--- config.mk ---
export PLATFORM = sky130hd
export DESIGN_NAME = di_load_hazard_tracker_flat
export DESIGN_NICKNAME = d
export VERILOG_FILES = /design/src/rtl/di_load_hazard_tracker_if.sv /design/src/rtl/di_load_hazard_tracker.sv /design/src/flat_wrapper.sv
export SDC_FILE = /design/constraint.sdc
export NUM_CORES = 1
export LEC_CHECK = 0
export BUFFER_PORTS_ARGS = -buffer_cell sky130_fd_sc_hd__buf_2
export CORE_MARGIN = 5
export CORE_UTILIZATION = 40
export DETAILED_ROUTE_END_ITERATION = 12
export SYNTH_ARGS = -nofsm -noshare
export SYNTH_HDL_FRONTEND = slang
export SYNTH_SLANG_ARGS = --single-unit
export TNS_END_PERCENT = 30
--- constraint.sdc ---
create_clock -name clk -period 2.3 [get_ports clk]
set_input_delay 0.115 -clock clk [delete_from_list [all_inputs] [get_ports clk]]
set_output_delay 0.115 -clock clk [all_outputs]
set_load 0.01 [all_outputs]
--- src/rtl/di_load_hazard_tracker_if.sv ---
// Bundle between the PI pipeline / I2 issue side and di_load_hazard_tracker.
// master drives PI status and I2 operands; slave (the tracker) drives the stall view.
interface di_load_hazard_tracker_if #(
   parameter int unsigned REG_ADDR_W = 6,
   parameter int unsigned NUM_I2_RS  = 3,
   parameter int unsigned CNT_W      = 16
);
   logic                             pi_id_ready;
   logic                             pi_ex_ready;
   logic                             pi_wb_ready;
   logic                             pi_data_misaligned;
   logic                             pi_branch_taken_ex;
   logic                             pi_halt_id;
   logic                             pi_load_issue;
   logic [REG_ADDR_W-1:0]            pi_load_rd;
   logic [NUM_I2_RS-1:0]             i2_rs_valid;
   logic [NUM_I2_RS*REG_ADDR_W-1:0]  i2_rs_addr;
   logic                             i2_load_stall_cond;
   logic                             ex_load_valid;
   logic                             wb_load_valid;
   logic [CNT_W-1:0]                 stall_cycle_cnt;

   modport master (
      output pi_id_ready, pi_ex_ready, pi_wb_ready, pi_data_misaligned,
             pi_branch_taken_ex, pi_halt_id, pi_load_issue, pi_load_rd,
             i2_rs_valid, i2_rs_addr,
      input  i2_load_stall_cond, ex_load_valid, wb_load_valid, stall_cycle_cnt
   );

   modport slave (
      input  pi_id_ready, pi_ex_ready, pi_wb_ready, pi_data_misaligned,
             pi_branch_taken_ex, pi_halt_id, pi_load_issue, pi_load_rd,
             i2_rs_valid, i2_rs_addr,
      output i2_load_stall_cond, ex_load_valid, wb_load_valid, stall_cycle_cnt
   );
endinterface

--- src/rtl/di_load_hazard_tracker.sv ---
// Tracks PI loads through EX/WB slots and stalls I2 on a source match.
// Optional macro DI_LOAD_FWD_EN: a WB hit stalls only while WB is held.
module di_load_hazard_tracker #(
   parameter int unsigned REG_ADDR_W = 6,
   parameter int unsigned NUM_I2_RS  = 3,
   parameter int unsigned CNT_W      = 16
) (
   input  logic                     clk,
   input  logic                     rst,
   di_load_hazard_tracker_if.slave  bus
);
   logic                  ex_valid;
   logic [REG_ADDR_W-1:0] ex_rd;
   logic                  wb_valid;
   logic [REG_ADDR_W-1:0] wb_rd;
   logic [CNT_W-1:0]      cnt;

   logic capture;
   logic ex_adv;
   logic wb_release;
   logic wb_fill;
   logic wb_cmp_valid;
   logic stall;

   assign capture    = bus.pi_load_issue & bus.pi_id_ready & ~bus.pi_halt_id &
                       ~bus.pi_branch_taken_ex & (bus.pi_load_rd != '0);
   assign ex_adv     = bus.pi_ex_ready & ex_valid;
   assign wb_release = bus.pi_wb_ready & ~bus.pi_data_misaligned;
   // An empty WB accepts EX even without a release; a held, occupied WB never does.
   assign wb_fill    = ex_adv & (wb_release | ~wb_valid);

`ifdef DI_LOAD_FWD_EN
   assign wb_cmp_valid = wb_valid & ~wb_release;
`else
   assign wb_cmp_valid = wb_valid;
`endif

   always_comb begin
      logic [REG_ADDR_W-1:0] rs;
      stall = 1'b0;
      for (int unsigned k = 0; k < NUM_I2_RS; k++) begin
         rs = bus.i2_rs_addr[k*REG_ADDR_W +: REG_ADDR_W];
         if (bus.i2_rs_valid[k] &&
             ((ex_valid && (rs == ex_rd)) || (wb_cmp_valid && (rs == wb_rd))))
            stall = 1'b1;
      end
   end

   always_ff @(posedge clk) begin
      if (rst) begin
         ex_valid <= 1'b0;
         ex_rd    <= '0;
         wb_valid <= 1'b0;
         wb_rd    <= '0;
      end else begin
         if (bus.pi_ex_ready) begin
            ex_valid <= capture;
            if (capture)
               ex_rd <= bus.pi_load_rd;
         end
         if (wb_fill) begin
            wb_valid <= 1'b1;
            wb_rd    <= ex_rd;
         end else if (wb_valid && wb_release) begin
            wb_valid <= 1'b0;
         end
      end
   end

   always_ff @(posedge clk) begin
      if (rst)
         cnt <= '0;
      else if (stall && (cnt != '1))
         cnt <= cnt + 1'b1;
   end

   assign bus.i2_load_stall_cond = stall;
   assign bus.ex_load_valid      = ex_valid;
   assign bus.wb_load_valid      = wb_valid;
   assign bus.stall_cycle_cnt    = cnt;

   a_no_adv_into_held_wb : assert property (
      @(posedge clk) disable iff (rst)
         !(ex_adv && wb_valid && !wb_release)
   );
endmodule

--- src/flat_wrapper.sv ---
// flat-port wrapper written by rule: the top's interface ports become plain ports
module di_load_hazard_tracker_flat 
#(
   parameter int unsigned REG_ADDR_W = 6,
   parameter int unsigned NUM_I2_RS  = 3,
   parameter int unsigned CNT_W      = 16
)
  (clk, rst, bus_pi_id_ready, bus_pi_ex_ready, bus_pi_wb_ready, bus_pi_data_misaligned, bus_pi_branch_taken_ex, bus_pi_halt_id, bus_pi_load_issue, bus_pi_load_rd, bus_i2_rs_valid, bus_i2_rs_addr, bus_i2_load_stall_cond, bus_ex_load_valid, bus_wb_load_valid, bus_stall_cycle_cnt);
  di_load_hazard_tracker_if #(.REG_ADDR_W(REG_ADDR_W), .NUM_I2_RS(NUM_I2_RS), .CNT_W(CNT_W)) bus_i ();
  input  logic clk;
  input  logic rst;
  input wire logic [$bits(bus_i.pi_id_ready)-1:0] bus_pi_id_ready;
  input wire logic [$bits(bus_i.pi_ex_ready)-1:0] bus_pi_ex_ready;
  input wire logic [$bits(bus_i.pi_wb_ready)-1:0] bus_pi_wb_ready;
  input wire logic [$bits(bus_i.pi_data_misaligned)-1:0] bus_pi_data_misaligned;
  input wire logic [$bits(bus_i.pi_branch_taken_ex)-1:0] bus_pi_branch_taken_ex;
  input wire logic [$bits(bus_i.pi_halt_id)-1:0] bus_pi_halt_id;
  input wire logic [$bits(bus_i.pi_load_issue)-1:0] bus_pi_load_issue;
  input wire logic [$bits(bus_i.pi_load_rd)-1:0] bus_pi_load_rd;
  input wire logic [$bits(bus_i.i2_rs_valid)-1:0] bus_i2_rs_valid;
  input wire logic [$bits(bus_i.i2_rs_addr)-1:0] bus_i2_rs_addr;
  output wire logic [$bits(bus_i.i2_load_stall_cond)-1:0] bus_i2_load_stall_cond;
  output wire logic [$bits(bus_i.ex_load_valid)-1:0] bus_ex_load_valid;
  output wire logic [$bits(bus_i.wb_load_valid)-1:0] bus_wb_load_valid;
  output wire logic [$bits(bus_i.stall_cycle_cnt)-1:0] bus_stall_cycle_cnt;
  assign bus_i.pi_id_ready = bus_pi_id_ready;
  assign bus_i.pi_ex_ready = bus_pi_ex_ready;
  assign bus_i.pi_wb_ready = bus_pi_wb_ready;
  assign bus_i.pi_data_misaligned = bus_pi_data_misaligned;
  assign bus_i.pi_branch_taken_ex = bus_pi_branch_taken_ex;
  assign bus_i.pi_halt_id = bus_pi_halt_id;
  assign bus_i.pi_load_issue = bus_pi_load_issue;
  assign bus_i.pi_load_rd = bus_pi_load_rd;
  assign bus_i.i2_rs_valid = bus_i2_rs_valid;
  assign bus_i.i2_rs_addr = bus_i2_rs_addr;
  assign bus_i2_load_stall_cond = bus_i.i2_load_stall_cond;
  assign bus_ex_load_valid = bus_i.ex_load_valid;
  assign bus_wb_load_valid = bus_i.wb_load_valid;
  assign bus_stall_cycle_cnt = bus_i.stall_cycle_cnt;
  di_load_hazard_tracker #(.REG_ADDR_W(REG_ADDR_W), .NUM_I2_RS(NUM_I2_RS), .CNT_W(CNT_W)) u_core (.clk(clk), .rst(rst), .bus(bus_i));
endmodule
==> results.toml <==
[clock_tree]
clockBufferDepth = 2
numCtsBuffers = 5
cts_tree = "yes"
htreeDepth = 2
post_cts_buffers = 0
cts-resized-gates = 0
clock_latency_ns = 0.28
cts_root_buf = "clkbuf_8"
clkTransAtPathRegs_ns = 0.06
hold_buffers = 0
cts_sinks = 30

[timing]
worst_pin_slew_ns = 0.619
finalHoldViolations = 0
max_freq_mhz = 463
setup_viol = 0
period_share_pct = 94.0
slew_violations = 0
grt_setup_unrepaired = "false"
fin_tns_setup_ns = 0
finClkSkew_ns = 0.00577
timing.slew.headroom_pct = 58.8
period_minus_slack_ns = 2.16

[route]
viasPerCell = 5.25
wirelength_mm = 4.63
antenna_left = 0
drt-initial-drc-count = 88
drt-wirelength-per-cell_um = 14.3
firstDrtPassIters = 4
drc = 0
num_vias = 1702

[min_path]
hp-start = "bus_pi_load_rd[0]"
min_to = "u_core.ex_rd[0]$_SDFFE_PP0P_"
holdPathStages = 3
hp-class = "input pin to flop"

[critical_path]
r2r_cells = 7
r2r-start = "u_core.ex_rd[3]$_SDFFE_PP0P_"
cp-end-kind = "flop"
critPathArrivalTime_ns = 2.33
crit_required_ns = 2.47
rr_endpoint = "u_core.bus.stall_cycle_cnt[8]$_SDFFE_PP0P_"
start_kind = "flop"
rrSetupSlack_ns = 0.14
worstPathMaxFanout = 29
worstSetupPathType = "flop to flop"

[grt]
grt_use_total_pct = 16.0
antenna_found_initial = 0
grt_pass1_vias = 1675
grt-ovfl-total = 0
grt_first_pass_wirelength_mm = 7.89
grt_max_degree = 34

[die]
die-area_sq_um = 6050
fp.coreArea_sq_um = 4410
ioPinCount = 55
die_width_um = 77.8
num_rows = 24
initial_core_util_pct = 41.7
die_y_um = 77.8

[layout]
final_cell_mix = "54 x buf_2, 30 x dfxtp_1, 19 x nand2_1"
multi_input_area_sq_um = 1110
seq_area_sq_um = 601
final_common_cell = "buf_2"
diodes = 0
final_core_util_pct = 51.6
drive_gt1_share_pct = 28.7
nNetsFinal = 308
n_fill_cell = 446
areaGrowthSynthToFinish_pct = 23.9

[pwr]
power_density_nw_per_um2 = 560
leakagePower_nw = 0.924
ir_drop_uv = 301
p_total_mw = 1.28

[synth]
synthArstFlopShare_pct = 0
synth_ff_type = "dfxtp_1"
ys.warnings.count = 0
syn_area_sq_um = 1840
syn-instance-count = 216
synth-edff-count = 0
synth_cell_types = 34
yosys_register_bits = 30
syn-num-nets = 253
synth-seq-area-share_pct = 32.7
synth.avg_cell_area_sq_um = 8.52

[placed_design]
portBuffers = 54
gp_congestion = 0.961
dp_hpwl_mm = 3.49

[job]
drv_cap = 0

[run_status]
outcome = "complete, no violations"
==> kinds of logic after synthesis <==
kind of cell / count (synthesis) / synth area share, %
DFF: 30 / 32.7
xor gates and xnor gates: 36 / 17.1
muxes: 9 / 5.10
adders and majority gates: 1 / 0.680
and+or+nand+nor: 82 / 25.2
buffers and inverters: 20 / 6.73
AOI/OAI and AO/OA: 38 / 12.5
==> routing by layer <==
metal	GRT usage, %	part of all wire (%)	vias up
met5	0	0	-
met1	22.1	48	775
li1	-	-	882
met4	5.15	0.69	0
met3	4.98	6.0	2
met2	23.7	46	43
==> layout make-up <==
| cell class | instances | area share [%] |
|---|---|---|
| multi-input combinational | 166 | 48.9 |
| clock inverter | 2 | 2.63 |
| tap | 52 | 2.85 |
| timing repair buffer | 63 | 14.8 |
| clock buffer | 6 | 3.62 |
| inverter | 5 | 0.823 |
| sequential | 30 | 26.3 |
==> sequential cells by signal, indices dropped and copies added, names as in the netlist <==
| register | count |
|---|---|
| u_core.bus.ex_load_valid | 1 |
| u_core.bus.stall_cycle_cnt | 16 |
| u_core.bus.wb_load_valid | 1 |
| u_core.ex_rd | 6 |
| u_core.wb_rd | 6 |
==> how the worst max path moves through the flow <==
stage                                      start                                           to  slack (ns)  cells past startpoint
floorplan           u_core.ex_rd[4]$_SDFFE_PP0P_  u_core.bus.stall_cycle_cnt[10]$_SDFFE_PP0P_        0.33                      8
global placement    u_core.ex_rd[3]$_SDFFE_PP0P_  u_core.bus.stall_cycle_cnt[10]$_SDFFE_PP0P_        0.24                      7
detailed placement  u_core.ex_rd[3]$_SDFFE_PP0P_   u_core.bus.stall_cycle_cnt[8]$_SDFFE_PP0P_        0.20                      7
CTS                 u_core.ex_rd[3]$_SDFFE_PP0P_   u_core.bus.stall_cycle_cnt[8]$_SDFFE_PP0P_        0.14                      7
global route        u_core.ex_rd[2]$_SDFFE_PP0P_   u_core.bus.stall_cycle_cnt[8]$_SDFFE_PP0P_      0.0002                      7
finish              u_core.ex_rd[3]$_SDFFE_PP0P_   u_core.bus.stall_cycle_cnt[8]$_SDFFE_PP0P_        0.14                      7
==> stage by stage <==
step	hold slack (ns)	instances	worst slack [ns]	cell area, sq um
after floorplan	0.251	216	0.329	1840
after global placement	0.377	316	0.241	2140
after detailed placement	0.382	316	0.199	2140
after CTS	0.0757	324	0.145	2280
after global routing	0.0776	324	0.000164	2280
final	0.0840	324	0.139	2280
==> cell usage after synthesis (all sizes together), types with 4 or more instances <==
| master | number | area (sq um) |
|---|---|---|
| nand2 | 19 | 71.3 |
| nor2 | 13 | 48.8 |
| mux2i | 6 | 60.1 |
| or4 | 10 | 75.1 |
| xnor2 | 18 | 158 |
| o31ai | 10 | 75.1 |
| nor4 | 12 | 96.3 |
| inv | 5 | 18.8 |
| nand3 | 5 | 25.0 |
| xor2 | 18 | 158 |
| dfxtp | 30 | 601 |
| buf | 12 | 93.8 |
| nand4 | 10 | 62.6 |
| a21oi | 18 | 90.1 |
| o21ai | 6 | 30.0 |
| and3 | 4 | 30.0 |
==> power breakdown <==
part,switching [mW],internal (mW)
Sequential,0.00331,0.521
Combinational,0.0457,0.0443
Clock,0.201,0.462
Total,0.250,1.03
==> worst max-delay path, cell delays in order, from the launching register on <==
cell,delay [ns]
dfxtp_1,0.46
xnor2_1,0.17
nand4_1,0.15
nor4_2,0.19
o21ai_1,0.10
and3_4,0.28
nor4_1,0.32
mux2_2,0.37
Note: power is estimated with default switching activity, not from simulation.
